$ cat src/rtl/lau_pkg.sv
// Shared types for the lau arithmetic library: adder speed selection and
// the sequential adder's FSM state encoding.
package lau_pkg;

  typedef enum logic [1:0] {
    SLOW,
    MEDIUM,
    FAST
  } speed_e;

  typedef enum logic [1:0] {
    ADDSEQ_IDLE,
    ADDSEQ_RUN,
    ADDSEQ_DONE
  } addseq_state_e;

endpackage

$ cat src/rtl/AddV.sv
// Combinational slice adder: S = A + B + CI with signed overflow V.
// FAST maps to a plain vector add; other speeds build an explicit ripple chain.
module AddV
  import lau_pkg::*;
#(
  parameter int     width = 8,
  parameter speed_e speed = FAST
) (
  input  logic [width-1:0] A,
  input  logic [width-1:0] B,
  input  logic             CI,
  output logic [width-1:0] S,
  output logic             V
);

  generate
    if (speed == FAST) begin : g_fast
      logic [width:0] sum;
      logic           c_msb;
      assign sum   = {1'b0, A} + {1'b0, B} + {{width{1'b0}}, CI};
      assign S     = sum[width-1:0];
      // Carry into the MSB is recovered from the sum bit itself.
      assign c_msb = sum[width-1] ^ A[width-1] ^ B[width-1];
      assign V     = sum[width] ^ c_msb;
    end else begin : g_ripple
      logic [width:0] c;
      always_comb begin
        c    = '0;
        S    = '0;
        c[0] = CI;
        for (int i = 0; i < width; i++) begin
          S[i]   = A[i] ^ B[i] ^ c[i];
          c[i+1] = (A[i] & B[i]) | (A[i] & c[i]) | (B[i] & c[i]);
        end
      end
      assign V = c[width] ^ c[width-1];
    end
  endgenerate

endmodule

$ cat src/rtl/lau_add_seq.sv
// Multi-cycle wide adder: one `slice`-bit segment per cycle, LSB first, carry
// chained in a register. Signed overflow is built only with LAU_ADDSEQ_OVF_EN.
module lau_add_seq
  import lau_pkg::*;
#(
  parameter int     width = 32,
  parameter int     slice = 8,
  parameter speed_e speed = FAST
) (
  input  logic             clk_i,
  input  logic             rst_i,
  input  logic             in_valid_i,
  output logic             in_ready_o,
  input  logic [width-1:0] A,
  input  logic [width-1:0] B,
  input  logic             CI,
  output logic             out_valid_o,
  input  logic             out_ready_i,
  output logic [width-1:0] S,
  output logic             V,
  output logic             busy_o
);

  localparam int NSLICE = width / slice;
  localparam int CW     = (NSLICE > 1) ? $clog2(NSLICE) : 1;

  // Handshakes: a transfer happens on a clock edge where valid and ready are
  // both high; ready/valid here are decoded from state only.
  addseq_state_e state_q, state_d;

  logic [width-1:0] a_q, b_q, s_q, s_next;
  logic             carry_q;
  logic [CW-1:0]    cnt_q;
  logic             last_slice;

  logic [slice-1:0] slice_s;
  logic             slice_v;
  logic             a_msb, b_msb, c_msb, slice_co;

  AddV #(.width(slice), .speed(speed)) u_addv (
    .A  (a_q[slice-1:0]),
    .B  (b_q[slice-1:0]),
    .CI (carry_q),
    .S  (slice_s),
    .V  (slice_v)
  );

  assign a_msb      = a_q[slice-1];
  assign b_msb      = b_q[slice-1];
  assign c_msb      = slice_s[slice-1] ^ a_msb ^ b_msb;
  assign slice_co   = (a_msb & b_msb) | (a_msb & c_msb) | (b_msb & c_msb);
  assign last_slice = (cnt_q == CW'(NSLICE - 1));

  generate
    if (NSLICE == 1) begin : g_one
      assign s_next = slice_s;
    end else begin : g_many
      assign s_next = {slice_s, s_q[width-1:slice]};
    end
  endgenerate

  always_ff @(posedge clk_i) begin
    if (rst_i) state_q <= ADDSEQ_IDLE;
    else       state_q <= state_d;
  end

  always_comb begin
    state_d = state_q;
    case (state_q)
      ADDSEQ_IDLE: if (in_valid_i)  state_d = ADDSEQ_RUN;
      ADDSEQ_RUN:  if (last_slice)  state_d = ADDSEQ_DONE;
      ADDSEQ_DONE: if (out_ready_i) state_d = ADDSEQ_IDLE;
      default:                      state_d = ADDSEQ_IDLE;
    endcase
  end

  always_comb begin
    in_ready_o  = (state_q == ADDSEQ_IDLE);
    out_valid_o = (state_q == ADDSEQ_DONE);
    busy_o      = (state_q != ADDSEQ_IDLE);
  end

  always_ff @(posedge clk_i) begin
    if (rst_i) begin
      a_q     <= '0;
      b_q     <= '0;
      s_q     <= '0;
      carry_q <= 1'b0;
      cnt_q   <= '0;
    end else begin
      case (state_q)
        ADDSEQ_IDLE: begin
          if (in_valid_i) begin
            a_q     <= A;
            b_q     <= B;
            carry_q <= CI;
            cnt_q   <= '0;
          end
        end
        ADDSEQ_RUN: begin
          a_q     <= a_q >> slice;
          b_q     <= b_q >> slice;
          s_q     <= s_next;
          carry_q <= slice_co;
          if (!last_slice) cnt_q <= cnt_q + CW'(1);
        end
        default: ;
      endcase
    end
  end

  assign S = s_q;

`ifdef LAU_ADDSEQ_OVF_EN
  logic v_q;
  // Only the top slice's overflow describes the full-width signed result.
  always_ff @(posedge clk_i) begin
    if (rst_i)                                       v_q <= 1'b0;
    else if (state_q == ADDSEQ_RUN && last_slice)    v_q <= slice_v;
  end
  assign V = v_q;
`else
  logic unused_slice_v;
  assign unused_slice_v = slice_v;
  assign V = 1'b0;
`endif

endmodule

$ cat config.mk
export PLATFORM = sky130hd
export DESIGN_NAME = lau_add_seq
export DESIGN_NICKNAME = d
export VERILOG_FILES = /design/src/rtl/lau_pkg.sv /design/src/rtl/AddV.sv /design/src/rtl/lau_add_seq.sv
export SDC_FILE = /design/constraint.sdc
export NUM_CORES = 1
export LEC_CHECK = 0
export CELL_PAD_IN_SITES_DETAIL_PLACEMENT = 0
export CELL_PAD_IN_SITES_GLOBAL_PLACEMENT = 1
export CORE_UTILIZATION = 40
export CTS_BUF_LIST = sky130_fd_sc_hd__clkbuf_8
export DETAILED_ROUTE_END_ITERATION = 12
export HOLD_SLACK_MARGIN = 0.03
export MAX_ROUTING_LAYER = met4
export PLACE_DENSITY = 0.89
export SYNTH_ARGS = -nofsm -noshare
export SYNTH_HDL_FRONTEND = slang
export SYNTH_SLANG_ARGS = --single-unit
$ cat constraint.sdc
create_clock -name clk_i -period 4.28 [get_ports clk_i]
set_input_delay 1.284 -clock clk_i [delete_from_list [all_inputs] [get_ports clk_i]]
set_output_delay 1.284 -clock clk_i [all_outputs]
set_load 0.02 [all_outputs]
* Word level (Yosys, flattened, before mapping)
Cells that the tools add are included.
** Word-level totals
- Register bits after elaboration :: 101
- Input bits :: 69
- Output and inout port bits :: 36
- Word-level logic and storage cells :: 42
** Operators by class
- Add/sub/neg operators :: 3
- Equality and inequality tests :: 7
- Multiplexer cells :: 13
- Bitwise gates (word level) :: 7
- Reductions and logical operators :: 6
** Operators with widths (count)
- one-hot mux 32 bit (2 select lines) :: 2
- two-way mux 32 bit :: 2
- two-way mux 2 bit :: 5
- adder 8 x 1 -> 8 bit :: 1
- adder 8 bit :: 1
- != test 2 bit (second input constant) :: 3
- one-hot mux 2 bit (3 select lines) :: 1
- AND reduction 3 bit :: 2
- equality test 2 bit (second input constant) :: 2
- one-hot mux 2 bit (2 select lines) :: 1
- nonzero test 2 bit :: 2
- bitwise AND 1 bit :: 3
- adder 2 x 1 -> 2 bit (second input constant) :: 1
- equality test 2 x 1 -> 1 bit (second input constant) :: 1
- logical NOT 2 bit :: 1
- != test 2 x 1 -> 1 bit (second input constant) :: 1
- bitwise OR 1 bit :: 2
- one-hot mux 1 bit (2 select lines) :: 1
- AND reduction 2 bit :: 1
- XOR 1 bit :: 2
- two-way mux 1 bit :: 1

* Depth between registers and ports, before layout
Gate-level depths: netlist (run 1).
- Depth after elaboration :: 8
- Depth in mapped cells :: 8
- Mapped depth without buffers :: 8

* Modules after synthesis
Synthesis (run 1) repeated with hierarchy kept, for this count alone.
** Second synthesis, totals
- Cell total of the unflattened synthesis :: 541
- Area total of the unflattened synthesis :: 4372.9 µm²
** By module, submodules not included
- lau_add_seq :: times used 1, cells an instance 492, area each 3981.3 µm², sequential area each 2021.9 µm²
- AddV :: times used 1, cells an instance 49, area each 391.6 µm², sequential area each 0.0 µm²

* Least setup slack after synthesis (run 1)
Ideal clock, no wire load.
- Path kind :: register -> output
- Start point :: register state_q[0]
- End point :: output in_ready_o
- Arrival :: 0.940 ns
- Data required time :: 2.996 ns
- Path slack :: 2.056 ns
- Cell stages (with the launch flop) :: 4
- Buffers on the path :: 1
- Cells stage by stage :: dfxtp_1 -> buf_4 -> or2_2 -> inv_1
** Between the ends
- Word-level cells in the longest chain between the ends :: 1
** Ends and longest elaborated chain
- start: declaration :: RTL line lau_add_seq.sv:29 : addseq_state_e state_q, state_d;
- start signal: assignment :: RTL line lau_add_seq.sv:64 : else state_q <= state_d;
- logical NOT 2 bit :: RTL line lau_add_seq.sv:78 : in_ready_o = (state_q == ADDSEQ_IDLE);
- end: declaration :: RTL line lau_add_seq.sv:13 : output logic in_ready_o,
No other way between the ends.

* Worst setup path in the final report (run 1)
- Start point :: register state_q[1]
- End point :: output out_valid_o
** Between the ends
- Word-level cells in the longest chain between the ends :: 1
** Ends and longest elaborated chain
- equality test 2 bit :: RTL line lau_add_seq.sv:79 : out_valid_o = (state_q == ADDSEQ_DONE);
- end: declaration :: RTL line lau_add_seq.sv:17 : output logic out_valid_o,
No other way between the ends.

==> results of run 1 <==
[sequential cells by signal, summed over array words and instances, names as in the netlist]
signal	count
carry_q	1
S	32
cnt_q	2
a_q	32
b_q	32
state_q	2
[logic make-up (layout without fill, tap and decap cells)]
| family | Yosys count | in the layout |
|---|---|---|
| XOR/XNOR | 3 | 3 |
| adder cells (fa/ha/maj) | 9 | 9 |
| AND/OR/NAND/NOR | 247 | 247 |
| other | 1 | 1 |
| flip-flops | 101 | 101 |
| AO/OA/AOI/OAI | 121 | 121 |
| buffers and inverters | 52 | 131 |
[stage by stage]
stage               std cells  worst slack (ns)  area (sq um)  utilization [%]  hold WS (ns)
global route              749              1.09          5600             53.5         0.486
floorplan                 534              2.06          4390                -         0.455
CTS                       749              1.17          5600             53.5         0.468
detailed placement        733              1.11          5390             51.5         0.454
finish                    749              1.18          5600             53.5         0.462
global placement          733              1.17          5390             51.5         0.442
[path summary, 6_finish.rpt]
kind	start	to	slack, ns
hold / removal	S[0]$_SDFFE_PP0P_	S[0]$_SDFFE_PP0P_	0.46
setup / recovery	state_q[1]$_SDFFE_PP0P_	out_valid_o	1.18
setup reg to reg	state_q[0]$_SDFFE_PP0P_	b_q[4]$_SDFFE_PP0P_	2.14
hold reg to reg	S[0]$_SDFFE_PP0P_	S[0]$_SDFFE_PP0P_	0.46
[power by group]
group          internal [mW]  total, mW  switching, mW
Combinational          0.163      0.356          0.193
Sequential              1.00       1.04         0.0412
Clock                  0.286      0.633          0.347
Total                   1.45       2.03          0.582
[worst reg2reg max path, stage by stage, from the launching register on]
cell and delay [ns]:
dfxtp_1 0.56, nor2b_4 0.54, buf_4 0.49, nand2_1 0.19, a311oi_1 0.27
[cell type report]
type	instances	area, sq um	area share [%]
clock buffers	9	124	2.21
clock inverters	7	87.6	1.56
inverters	8	30.0	0.536
multi-input cells	381	2090	37.4
flip-flops and latches	101	2020	36.1
well taps	136	170	3.04
repair buffers	107	1070	19.1
[cell usage in the layout (no fill, tap or decap), drive strengths merged, types with 2 or more instances in the layout]
master	count
nand2	148
clkdlybuf4s50	102
dfxtp	101
nor2	76
a311oi	48
a21oi	31
a22oi	18
inv	13
clkbuf	9
nand3	7
ha	7
o21ai	7
buf	5
a211oi	4
or3	3
nor2b	3
a21o	2
nor4b	2
a31oi	2
nor3	2
xnor2	2
o2111ai	2
fa	2
nand2b	2
nor3b	2
[synthesized netlist by cell type (2+ instances only)]
cell,n
nor2b_1,2
a311oi_1,41
a211oi_1,4
fa_1,2
nor3_1,2
a31oi_1,2
o21ai_1,2
o21ai_0,5
a22oi_1,18
buf_4,12
clkbuf_1,11
nand3_1,7
a311oi_2,7
a21oi_1,31
ha_1,7
nor4b_1,2
a21o_1,2
o2111ai_1,2
or3_1,3
inv_1,8
xnor2_1,2
dfxtp_1,101
nor2_1,75
nand2_1,148
buf_6,2
buf_2,18
[routing by layer]
layer  up-vias  part of all wire (%)  track usage (%)
met5         -                     0                -
met4         0                   1.0             4.99
met3        11                   4.1             3.77
met2        92                    50             32.9
met1      1750                    45             22.1
li1       1995                     -                -
==> impl_metrics.env, run 1 <==
export IMPL_syn_avg_cell_area_sq_um=8.22
export IMPL_fill_cells=1056
export IMPL_clock_skew_ns=0.0103
export IMPL_slew_violations=0
export IMPL_path_class="reg -> out"
export IMPL_netlist_instances=534
export IMPL_grt_usage_pct=18.9
export IMPL_die_h_um=107
export IMPL_synthFlopType="dfxtp_1"
export IMPL_rows=37
export IMPL_synthArstFlopShare_pct=0
export IMPL_cts_setup_buffers=0
export IMPL_synth_area_mux_share_pct=0
export IMPL_synth_top_family_by_area="simple AND/OR/NAND/NOR gates"
export IMPL_synth_compound_area_share_pct=21.1
export IMPL_wire_per_inst_um=13.5
export IMPL_initial_utilization_pct=42.0
export IMPL_num_nets_final=686
export IMPL_critPathRequiredTime_ns=3.00
export IMPL_finalPower_mw=2.03
export IMPL_setup_viol=0
export IMPL_hold_buffers=0
export IMPL_grt_pass1_wl_mm=16.9
export IMPL_vdd_ir_drop_worst_uv=176
export IMPL_antenna_found_initial=0
export IMPL_cts_tree="yes"
export IMPL_ctsResizeCount=0
export IMPL_dieArea_sq_um=11400
export IMPL_netlist_area_sq_um=4390
export IMPL_synthesis_nets=612
export IMPL_synthAdderAreaFrac_pct=2.91
export IMPL_die_w_um=107
export IMPL_critical_path_depth=2
export IMPL_cp_max_fo=9
export IMPL_setup_tns_ns=0
export IMPL_grt_start_max_net_pins=104
export IMPL_portBuffers=103
export IMPL_relSlewSlack_pct=29.0
export IMPL_via_per_inst=5.14
export IMPL_timing_final_crit_share_pct=72.4
export IMPL_synth_edf_count=0
export IMPL_cts_sinks=101
export IMPL_synth_simple_gate_area_share_pct=22.9
export IMPL_grt_pass1_vias=3678
export IMPL_ys_ff_latch=101
export IMPL_overflow=0
export IMPL_dp_final_hpwl_mm=7.04
export IMPL_clock_latency_ns=0.36
export IMPL_p_leak_nw=2.09
export IMPL_start_kind="flip-flop"
export IMPL_fmax_mhz=323
export IMPL_worstHoldPathCells=2
export IMPL_synth_area_leaders="dfxtp_1 46%, nand2_1 13%, a311oi_1 8.2%, nor2_1 6.4%, a21oi_1 3.5%"
export IMPL_vias=3848
export IMPL_drtAntennaViolNets=0
export IMPL_drive_above_1_share_pct=5.55
export IMPL_p_per_area_nw_per_um2=363
export IMPL_rsz0062_at_grt="no"
export IMPL_io_pins=105
export IMPL_cp_arrival_ns=1.81
export IMPL_drt_wl_total_mm=10.1
export IMPL_yosysUniqueCellTypes=44
export IMPL_synth_seq_area_share_pct=46.1
export IMPL_fp_coreArea_sq_um=10500
export IMPL_syn_to_final_growth_pct=27.6
export IMPL_cp_end_kind="primary output"
export IMPL_maxCapViolations=0
export IMPL_slowest_delay_ns=0.64
export IMPL_cts_buffers=9
export IMPL_fin_crit_ns=3.10
export IMPL_yosysTopAreaCellShare_pct=46.1
export IMPL_drtPass1Iterations=4
export IMPL_synthXorXnorAreaFrac_pct=0.599
export IMPL_cts_max_level=3
export IMPL_worst_slew_pin_transition_ns=1.06
export IMPL_critPathBufInv=1
export IMPL_diodes=0
export IMPL_synth_warnings=0
export IMPL_drtIter0Drc=203
export IMPL_hold_viol_final=0
export IMPL_globalplace_congestion=0.841
export IMPL_crit_family="buffers and inverters"
export IMPL_synth_top_area_cell="dfxtp_1"
export IMPL_drc=0
export IMPL_reg2reg_depth=4
export IMPL_hp_class="reg -> reg"
export IMPL_slowest_stage="clkdlybuf4s50_1"
export IMPL_status="finished clean"
export IMPL_root_buffer="clkbuf_8"
export IMPL_crit_chain="nor2b_1, clkdlybuf4s50_1"
export IMPL_path_clk_slew_ns=0.10
export IMPL_clk_path_buf_depth=2
No activity file was read; power rests on OpenSTA's default activity.
==> inputs of run 2 (changes only) <==
CORE_UTILIZATION = 38   (was 40)
PLACE_DENSITY = 0.85   (was 0.89)
clock period = 3.2 ns   (was 4.28 ns; I/O delays follow)
==> run 2 against run 1 <==
- die area increased by 5.2%
- clock power increased by 30%
- total power increased by 33%
- critical path type unchanged
- largest power group unchanged
==> impl_metrics.env, run 2 (same netlist as run 1, synthesis figures left out) <==
export IMPL_cp_arrival_ns=1.80
export IMPL_p_per_area_nw_per_um2=480
export IMPL_fmax_mhz=362
export IMPL_critPathBufInv=2
export IMPL_diodes=0
export IMPL_reg2reg_depth=8
export IMPL_cp_max_fo=9
export IMPL_worstReg2RegEnd="S[30]$_SDFFE_PP0P_"
export IMPL_cts_sinks=101
export IMPL_critPathRequiredTime_ns=2.24
export IMPL_slowest_stage="clkdlybuf4s50_1"
export IMPL_timing_final_crit_share_pct=86.3
export IMPL_globalplace_congestion=0.747
export IMPL_drtAntennaViolNets=0
export IMPL_slew_violations=0
export IMPL_r2r_slack_ns=1.28
export IMPL_num_nets_final=687
export IMPL_cp_end_kind="primary output"
export IMPL_p_leak_nw=2.09
export IMPL_initial_utilization_pct=39.8
export IMPL_die_w_um=109
export IMPL_die_h_um=109
export IMPL_dpl_cell_count=738
export IMPL_hold_viol_final=0
export IMPL_clock_latency_ns=0.37
export IMPL_cts_max_level=3
export IMPL_rows=38
export IMPL_fin_cells=754
export IMPL_hold_slack_ns=0.462
export IMPL_fin_crit_ns=2.76
export IMPL_layout_setup_ws_ns=0.438
export IMPL_path_class="reg -> out"
export IMPL_fp_coreArea_sq_um=11000
export IMPL_dp_final_hpwl_mm=6.95
export IMPL_start_kind="flip-flop"
export IMPL_io_pins=105
export IMPL_worstReg2RegStart="a_q[0]$_SDFFE_PP0P_"
export IMPL_path_clk_slew_ns=0.10
export IMPL_grt_pass1_wl_mm=16.1
export IMPL_clk_path_buf_depth=2
export IMPL_min_delay_start="S[7]$_SDFFE_PP0P_"
export IMPL_via_per_inst=5.10
export IMPL_grt_usage_pct=17.6
export IMPL_cts_setup_buffers=0
export IMPL_crit_family="buffers and inverters"
export IMPL_overflow=0
export IMPL_hp_class="reg -> reg"
export IMPL_cts_buffers=9
export IMPL_status="finished clean"
export IMPL_vdd_ir_drop_worst_uv=275
export IMPL_wire_per_inst_um=13.3
export IMPL_maxCapViolations=0
export IMPL_dieArea_sq_um=12000
export IMPL_mostFrequentLayoutCell="nand2_1"
export IMPL_drtIter0Drc=209
export IMPL_cp_startpoint="state_q[1]$_SDFFE_PP0P_"
export IMPL_drc=0
export IMPL_rsz0062_at_grt="no"
export IMPL_antenna_found_initial=0
export IMPL_ctsResizeCount=0
export IMPL_vias=3847
export IMPL_hold_buffers=0
export IMPL_setup_viol=0
export IMPL_relSlewSlack_pct=47.9
export IMPL_grt_pass1_vias=3496
export IMPL_syn_to_final_growth_pct=27.9
export IMPL_critical_path_depth=3
export IMPL_final_cell_mix="148 x nand2_1, 102 x clkdlybuf4s50_1, 101 x dfxtp_1"
export IMPL_portBuffers=103
export IMPL_drt_wl_total_mm=10.0
export IMPL_drtPass1Iterations=4
export IMPL_drive_above_1_share_pct=5.70
export IMPL_clock_skew_ns=0.0149
export IMPL_slowest_delay_ns=0.59
export IMPL_setup_tns_ns=0
export IMPL_cts_tree="yes"
export IMPL_dp_slack_ns=0.638
export IMPL_crit_chain="or2_2, inv_1, clkdlybuf4s50_1"
export IMPL_grt_start_max_net_pins=97
export IMPL_finalPower_mw=2.70
export IMPL_root_buffer="clkbuf_8"
export IMPL_endpoint="in_ready_o"
export IMPL_worst_slew_pin_transition_ns=0.782
## run 2: cell types whose count changed in the layout (fill, tap and decap cells not counted)
cell      previous run  this run
buf_12               1         2
inv_8                2         1
clkinv_4             1         0
clkinv_2             0         2
## run 2: area by class of cell
class	count	area, sq um
fillers	1089	5420
repair buffers	108	1090
well taps	140	175
clock buffers	9	124
clock inverters	7	77.6
flip-flops and latches	101	2020
inverters	8	30.0
multi-input cells	381	2090
## run 2: per-layer routing
layer | part of all wire, % | vias to the layer above | track usage (%)
met5 | 0 | - | -
met4 | 1.7 | 0 | 5.62
met3 | 4.8 | 15 | 4.21
met2 | 45 | 97 | 27.9
met1 | 49 | 1740 | 22.2
li1 | - | 1995 | -
## run 2: how the worst min path moves through the flow
stage | cells after the start | to | slack, ns
floorplan | 2 | a_q[0]$_SDFFE_PP0P_ | 0.46
global placement | 2 | S[4]$_SDFFE_PP0P_ | 0.44
detailed placement | 2 | S[4]$_SDFFE_PP0P_ | 0.45
CTS | 2 | S[4]$_SDFFE_PP0P_ | 0.47
global route | 2 | S[10]$_SDFFE_PP0P_ | 0.49
finish | 2 | S[7]$_SDFFE_PP0P_ | 0.46
## run 2: worst reg2reg max path, cell delays in order, from the launching register on
cell and delay (ns):
dfxtp_1 0.33, inv_1 0.07, fa_1 0.47, inv_1 0.09, fa_1 0.21, a21o_1 0.15
a21boi_0 0.10, or3_1 0.37, nand3_1 0.08
## run 2: stage by stage
stage,utilization (%),cell area [sq um]
6_report,50.9,5610
5_1_grt,50.9,5610
4_1_cts,50.9,5610
3_5_place_dp,49.1,5410
3_3_place_gp,49.1,5410
2_1_floorplan,-,4390
## run 2: power breakdown
group / switching (mW) / internal [mW]
Combinational: 0.255 / 0.220
Clock: 0.450 / 0.373
Sequential: 0.0558 / 1.34
Total: 0.762 / 1.93
